===== src/rtl/lift_occupancy_display_pkg.sv =====
// Shared definitions for the lift occupancy display.
//   - FSM state encodings (state_t)
//   - Segment constants (SEG_BLANK, SEG_E) and the 0..9 digit patterns
// Segment bit order is {g,f,e,d,c,b,a}, active-high.
package lift_occupancy_display_pkg;

  typedef enum logic [2:0] {
    S_EMPTY     = 3'd0,
    S_OCC       = 3'd1,
    S_FULL_BEEP = 3'd2,
    S_FULL      = 3'd3,
    S_ERR       = 3'd4
  } state_t;

  localparam logic [6:0] SEG_BLANK = 7'h00;
  localparam logic [6:0] SEG_E     = 7'h79;

  // Digit glyph for a BCD code; codes above 9 return blank.
  function automatic logic [6:0] digit_seg(input logic [3:0] d);
    logic [6:0] s;
    case (d)
      4'd0:    s = 7'h3F;
      4'd1:    s = 7'h06;
      4'd2:    s = 7'h5B;
      4'd3:    s = 7'h4F;
      4'd4:    s = 7'h66;
      4'd5:    s = 7'h6D;
      4'd6:    s = 7'h7D;
      4'd7:    s = 7'h07;
      4'd8:    s = 7'h7F;
      4'd9:    s = 7'h6F;
      default: s = SEG_BLANK;
    endcase
    return s;
  endfunction

endpackage


===== src/rtl/lift_occupancy_display_bcd_to_7seg.sv =====
// BCD to 7-segment decoder (purely combinational).
// Ports:
//   code  in  4  BCD digit
//   seg   out 7  {g,f,e,d,c,b,a}, active-high; "E" glyph for codes above 9
//   valid out 1  high when code is 0..9
module bcd_to_7seg
  import lift_occupancy_display_pkg::*;
(
  input  logic [3:0] code,
  output logic [6:0] seg,
  output logic       valid
);

  always_comb begin
    valid = (code <= 4'd9);
    seg   = valid ? digit_seg(code) : SEG_E;
  end

endmodule


===== src/rtl/lift_occupancy_display.sv =====
// Lift occupancy display: samples the BCD occupancy count and Full/Empty
// flags, drives a 7-segment digit, Full/Empty LEDs, a buzzer and an error flag.
// A timed beep sounds on entry to Full and the digit blinks while Full.
//
// Two register stages: stage 1 samples the inputs, stage 2 registers every
// output. The FSM state register updates on the same edge as stage 2, so the
// outputs are decoded from the next state and an input change shows up on
// the outputs exactly two cycles later.
//
// Optional feature macro: LIFT_DISP_CHANGE_CHIRP_EN -- short buzzer chirp on
// any count change while not Full and not in error.
//
// Ports:
//   CLK        in   1  system clock, rising edge
//   RST        in   1  asynchronous active-low reset
//   Q0..Q3     in   1  occupancy count bits, Q0 = LSB
//   Full       in   1  count == MAX_COUNT
//   Empty      in   1  count == 0
//   SEG        out  7  segments {g,f,e,d,c,b,a}, active-high
//   LED_FULL   out  1  follows Full
//   LED_EMPTY  out  1  follows Empty
//   BUZZ       out  1  buzzer drive
//   ERR        out  1  out-of-range code or inconsistent flags
//   dbg_state  out  3  current FSM state
module lift_occupancy_display
  import lift_occupancy_display_pkg::*;
#(
  parameter int BLINK_HALF  = 12_500_000,
  parameter int BEEP_CYCLES = 25_000_000,
  parameter int MAX_COUNT   = 9
) (
  input  logic       CLK,
  input  logic       RST,
  input  logic       Q0,
  input  logic       Q1,
  input  logic       Q2,
  input  logic       Q3,
  input  logic       Full,
  input  logic       Empty,
  output logic [6:0] SEG,
  output logic       LED_FULL,
  output logic       LED_EMPTY,
  output logic       BUZZ,
  output logic       ERR,
  output state_t     dbg_state
);

  localparam int BKW = (BLINK_HALF > 2) ? $clog2(BLINK_HALF) : 1;
  localparam int BPW = (BEEP_CYCLES > 2) ? $clog2(BEEP_CYCLES) : 1;
  localparam logic [BKW-1:0] BLINK_LAST = BKW'(BLINK_HALF - 1);
  localparam logic [BPW-1:0] BEEP_LAST  = BPW'(BEEP_CYCLES - 1);
  localparam logic [3:0]     MAX_CODE   = 4'(MAX_COUNT);

  // Stage 1: input sample
  logic [3:0] cnt_s1;
  logic       full_s1;
  logic       empty_s1;

  always_ff @(posedge CLK or negedge RST) begin
    if (!RST) begin
      cnt_s1   <= 4'd0;
      full_s1  <= 1'b0;
      empty_s1 <= 1'b1;
    end else begin
      cnt_s1   <= {Q3, Q2, Q1, Q0};
      full_s1  <= Full;
      empty_s1 <= Empty;
    end
  end

  // Decoder between stage 1 and stage 2
  logic [6:0] dec_seg;
  logic       dec_valid;

  bcd_to_7seg u_dec (
    .code  (cnt_s1),
    .seg   (dec_seg),
    .valid (dec_valid)
  );

  // FSM and timers
  state_t         state, state_next;
  logic [BPW-1:0] beep_cnt, beep_cnt_next;
  logic [BKW-1:0] blink_cnt, blink_cnt_next;
  logic           phase, phase_next;
  logic           err_cond;
  logic           in_full, next_full, entering_full;

  always_comb begin
    // Out-of-range code, both flags, or a flag that disagrees with the count.
    err_cond = (cnt_s1 > MAX_CODE) || (full_s1 && empty_s1) ||
               (full_s1 != (cnt_s1 == MAX_CODE)) ||
               (empty_s1 != (cnt_s1 == 4'd0));
    in_full  = (state == S_FULL_BEEP) || (state == S_FULL);

    state_next = state;
    if (err_cond)
      state_next = S_ERR;
    else if (full_s1 && !in_full)
      state_next = S_FULL_BEEP;
    else if (full_s1 && (state == S_FULL_BEEP) && (beep_cnt == BEEP_LAST))
      state_next = S_FULL;
    else if (full_s1)
      state_next = state;
    else if (empty_s1)
      state_next = S_EMPTY;
    else
      state_next = S_OCC;

    next_full     = (state_next == S_FULL_BEEP) || (state_next == S_FULL);
    entering_full = next_full && !in_full;

    // Beep counter only runs inside S_FULL_BEEP and restarts on every entry.
    beep_cnt_next = '0;
    if ((state_next == S_FULL_BEEP) && !entering_full)
      beep_cnt_next = beep_cnt + 1'b1;

    // Blink timer: cleared on entry so the first half-period shows the digit.
    blink_cnt_next = '0;
    phase_next     = 1'b0;
    if (next_full && !entering_full) begin
      if (blink_cnt == BLINK_LAST) begin
        blink_cnt_next = '0;
        phase_next     = ~phase;
      end else begin
        blink_cnt_next = blink_cnt + 1'b1;
        phase_next     = phase;
      end
    end
  end

  always_ff @(posedge CLK or negedge RST) begin
    if (!RST) begin
      state     <= S_EMPTY;
      beep_cnt  <= '0;
      blink_cnt <= '0;
      phase     <= 1'b0;
    end else begin
      state     <= state_next;
      beep_cnt  <= beep_cnt_next;
      blink_cnt <= blink_cnt_next;
      phase     <= phase_next;
    end
  end

  assign dbg_state = state;

  // Buzzer source
  logic buzz_next;

`ifdef LIFT_DISP_CHANGE_CHIRP_EN
  localparam int CHIRP_LEN = (BEEP_CYCLES / 16 > 0) ? BEEP_CYCLES / 16 : 1;
  localparam int CCW       = (CHIRP_LEN > 2) ? $clog2(CHIRP_LEN) : 1;
  localparam logic [CCW-1:0] CHIRP_LAST = CCW'(CHIRP_LEN - 1);

  logic [3:0]     cnt_prev;
  logic           chirp_on, chirp_on_next;
  logic [CCW-1:0] chirp_cnt, chirp_cnt_next;
  logic           quiet;

  always_comb begin
    quiet          = (state_next == S_EMPTY) || (state_next == S_OCC);
    chirp_on_next  = chirp_on;
    chirp_cnt_next = chirp_cnt;
    if (!quiet) begin
      // Full beep or error cancels any chirp in progress.
      chirp_on_next  = 1'b0;
      chirp_cnt_next = '0;
    end else if (cnt_s1 != cnt_prev) begin
      chirp_on_next  = 1'b1;
      chirp_cnt_next = '0;
    end else if (chirp_on) begin
      if (chirp_cnt == CHIRP_LAST) begin
        chirp_on_next  = 1'b0;
        chirp_cnt_next = '0;
      end else begin
        chirp_cnt_next = chirp_cnt + 1'b1;
      end
    end
    buzz_next = (state_next == S_FULL_BEEP) || chirp_on_next;
  end

  always_ff @(posedge CLK or negedge RST) begin
    if (!RST) begin
      cnt_prev  <= 4'd0;
      chirp_on  <= 1'b0;
      chirp_cnt <= '0;
    end else begin
      cnt_prev  <= cnt_s1;
      chirp_on  <= chirp_on_next;
      chirp_cnt <= chirp_cnt_next;
    end
  end
`else
  always_comb begin
    buzz_next = (state_next == S_FULL_BEEP);
  end
`endif

  // Stage 2: registered outputs decoded from the next state
  logic [6:0] seg_next;

  always_comb begin
    seg_next = dec_seg;
    if (state_next == S_ERR)
      seg_next = SEG_E;
    else if (next_full && phase_next)
      seg_next = SEG_BLANK;
    else if (!dec_valid)
      seg_next = SEG_E;
  end

  always_ff @(posedge CLK or negedge RST) begin
    if (!RST) begin
      SEG       <= 7'h3F;
      LED_FULL  <= 1'b0;
      LED_EMPTY <= 1'b1;
      BUZZ      <= 1'b0;
      ERR       <= 1'b0;
    end else begin
      SEG       <= seg_next;
      LED_FULL  <= full_s1;
      LED_EMPTY <= empty_s1;
      BUZZ      <= buzz_next;
      ERR       <= (state_next == S_ERR);
    end
  end

endmodule


===== config.mk =====
export PLATFORM = sky130hd
export DESIGN_NAME = lift_occupancy_display
export DESIGN_NICKNAME = d
export VERILOG_FILES = /design/src/rtl/lift_occupancy_display_pkg.sv /design/src/rtl/lift_occupancy_display_bcd_to_7seg.sv /design/src/rtl/lift_occupancy_display.sv
export SDC_FILE = /design/constraint.sdc
export NUM_CORES = 1
export LEC_CHECK = 0
export BUFFER_PORTS_ARGS = -buffer_cell sky130_fd_sc_hd__buf_2
export CORE_MARGIN = 2
export CORE_UTILIZATION = 50
export CTS_BUF_LIST = sky130_fd_sc_hd__clkbuf_4
export CTS_CLUSTER_DIAMETER = 80
export DETAILED_ROUTE_END_ITERATION = 8
export PLACE_DENSITY = 0.68
export SLEW_MARGIN = 20
export SYNTH_ARGS = -nofsm -noshare
export SYNTH_HDL_FRONTEND = slang
export SYNTH_HIERARCHICAL = 1
export SYNTH_SLANG_ARGS = --single-unit

===== constraint.sdc =====
create_clock -name CLK -period 2.93 [get_ports CLK]
set_clock_uncertainty 0.2 [all_clocks]
set_input_delay 0.4395 -clock CLK [delete_from_list [all_inputs] [get_ports CLK]]
set_output_delay 0.4395 -clock CLK [all_outputs]
set_load 0.02 [all_outputs]

==> flow_summary_export.csv <==
group,metric,value,unit
run_status,status,"finished, final reports clean",
pwr,switchingPower,416,uW
hold_path,min_path_type,"reg2reg",
pwr,comb_power_share,4.8,%
worst_setup_path,cp-end-kind,"flop",
timing,hold_viol_final,0,
logic_synthesis,yosysSeqAreaShare,52.2,%
timing,slew_violations,0,
floorplanning,fp-row-count,29,
worst_setup_path,cp_max_fo,22,
worst_setup_path,rr_endpoint,"blink_cnt[18]",
detailed_routing,wl_per_cell,13.2,um
grt,antenna_found_initial,0,
grt,grt_pass1_wl,10.4,mm
logic_synthesis,synth_edf_count,0,
logic_synthesis,synth_common_cells,"dfrtp_1 (62), nor2_1 (62), xor2_1 (34)",
detailed_routing,drc,0,
placed_design,place_congestion,0.775,
detailed_routing,routed_via_density,5.22,
logic_synthesis,syn_area,0.00338,mm^2
floorplanning,die_y,86.2,um
grt,grt_max_degree,71,
worst_setup_path,critPathKind,"reg2reg",
timing,rsz0062_at_grt,"no",
final_layout,diodes,0,
logic_synthesis,synth_top_area_share,46.0,%
final_layout,layout.nets,376,
floorplanning,ios,22,
worst_setup_path,startpoint_type,"flop",
logic_synthesis,async_flop_share,100,%
clocking,cts_setup_buffers,0,
final_layout,area_delta_synth_final,12.2,%
clocking,clockBufferDepth,2,
worst_setup_path,worst_ep_arrival_time,2.34,ns
detailed_routing,drt_wl_total,5.83,mm
floorplanning,die_area,0.00742,mm^2
pwr,power,1780,uW
clocking,cts_resized,0,
timing,fmax,440,MHz
timing,setup_violations,0,
pwr,p_int,1360,uW
worst_setup_path,cp_slowest_cell,"dfrtp_1",
pwr,p_leak,0.00162,uW
logic_synthesis,ys_ff_latch,70,
final_layout,n_fill_cell,551,
hold_path,holdPathStages,0,
final_layout,drive_gt1_share,16.8,%
worst_setup_path,critical_path_required,2.99,ns
logic_synthesis,ys_warn_count,6,
pwr,p_sw_share,23.4,%
job,max_cap_violations,0,
detailed_routing,firstDrtPassIters,4,
placed_design,hpwl,3.94,mm
logic_synthesis,avgSynthCellArea,10.4,um^2
final_layout,final_cells,441,
clocking,clock-root-buffer,"clkbuf_4",
detailed_routing,drtIter0Drc,83,
clocking,cts_buffers,9,
grt,track_usage,18.0,%
clocking,cts.clk_slew.worst_paths,0.12,ns
pwr,p_clk_share,39.4,%
logic_synthesis,synth_area_leaders,"dfrtp_1 (46%), xor2_1 (8.8%), nor2_1 (6.9%)",
timing,period_needed,2.27,ns
timing,tightest_slew,0.896,ns
detailed_routing,vias,2303,
pwr,ir_drop,0.338,mV
clocking,cts_num_sinks,70,
clocking,htreeDepth,3,
final_layout,fin_util,59.0,%
hold_path,min_to,"LED_EMPTY",
logic_synthesis,synth.net_count,341,
placed_design,dpl.cell_count,418,
grt,grt_overflow,0,
timing,slew_headroom,40.3,%
pwr,seqPwrFrac,55.8,%
timing,finalCritPeriodShare,77.6,%
clocking,cts_tree,"yes",
floorplanning,die_w,86.2,um
clocking,hold_buffers,7,
placed_design,port_buffers,21,
detailed_routing,postRouteAntennaNets,0,
worst_setup_path,rrSetupSlack,0.66,ns
worst_setup_path,reg2reg_depth,5,
logic_synthesis,synth_top_cell_by_area,"dfrtp_1",
logic_synthesis,synth_flop_cell,"dfrtp_1",
floorplanning,fp.coreArea,0.00642,mm^2
logic_synthesis,synth_cell_type_count,43,
worst_setup_path,r2r-start,"cnt_s1[2]",
hold_path,hp-start,"empty_s1",
pwr,p_per_area,469,mW/mm^2
clocking,clock_latency,0.40,ns
worst_setup_path,cp_slowest_stage_delay,0.53,ns
floorplanning,start_util,52.6,%
worst_setup_path,worstPathCellList,"or3_1 > a32o_1 > and3_1 > o21ai_2 > nor2_1",
timing,tns,0,ns
logic_synthesis,synth_cells,324,
grt,first_global_vias,2290,
-- metal layers --
metal  vias up  GRT usage, %  part of all wire, %
met1      1110          23.9                   48
met3         4          5.29                  2.7
met5         -             0                    0
met4         0          5.77                 0.98
li1       1170             -                    -
met2        19          28.4                   48
-- kinds of logic after synthesis --
group	synth area share, %
AOI/OAI and AO/OA	5.82
DFF	52.2
adders and majority gates	3.34
xor gates and xnor gates	11.9
and+or+nand+nor	23.9
buffers and inverters	2.85
-- through the flow --
step           hold WS, ns  worst slack [ns]  instance area [um^2]
6_report             0.207             0.655                  3790
5_1_grt              0.218             0.513                  3790
3_3_place_gp         0.185             0.730                  3550
4_1_cts              0.207             0.650                  3790
2_1_floorplan      -0.0561              1.01                  3380
3_5_place_dp         0.188             0.676                  3550
-- worst max-delay path by stage --
stage	to	startpoint
6_report	blink_cnt[18]	cnt_s1[2]
4_1_cts	blink_cnt[20]	cnt_s1[2]
2_1_floorplan	beep_cnt[10]	cnt_s1[0]
5_1_grt	blink_cnt[19]	cnt_s1[2]
3_5_place_dp	blink_cnt[23]	cnt_s1[2]
3_3_place_gp	blink_cnt[18]	cnt_s1[2]
-- power groups by stage --
stage | clock network, uW | logic [uW] | registers, uW
after detailed placement | 0 | 78.7 | 1010
after CTS | 729 | 86.5 | 992
after global placement | 0 | 78.1 | 1010
after global routing | 774 | 95.6 | 995
after floorplan | 0 | 33.9 | 1020
final | 700 | 84.4 | 992
-- worst max-delay path: cells and delay by family (launching register included) --
family,cells,cell delay (ns)
AOI/OAI and AO/OA,2,0.62
DFF,1,0.53
and+or+nand+nor,3,0.76
-- registers in the layout, indices dropped and copies added, names as in the netlist, 3 cells and up --
name and flops:
SEG 7, beep_cnt 25, blink_cnt 24, cnt_s1 4
dbg_state 3
-- cell usage in the layout (no fill, tap or decap), types with 3 or more instances in the layout --
cell type	count
and4_1	4
o21ai_2	3
nor2b_1	3
nor3_1	4
nand4_1	13
nand2_1	20
nand2b_1	3
inv_2	3
xor2_1	34
clkbuf_4	9
and2_1	3
ha_1	9
nor4_1	3
dfrtp_1	62
buf_2	21
xnor2_1	12
nor2_1	62
nand3_1	25
dfstp_2	8
dlygate4sd3_1	7
inv_1	7
o21a_1	6
and3_1	8
-- area by class of cell --
class / instances / area (um^2) / area share [%]
flip-flops and latches: 70 / 1760 / 46.5
multi-input cells: 237 / 1520 / 40.1
repair buffers: 31 / 210 / 5.55
clock inverters: 7 / 97.6 / 2.58
well taps: 77 / 96.3 / 2.54
clock buffers: 9 / 67.6 / 1.78
inverters: 10 / 37.5 / 0.991
(Power assumes the default switching activity.)
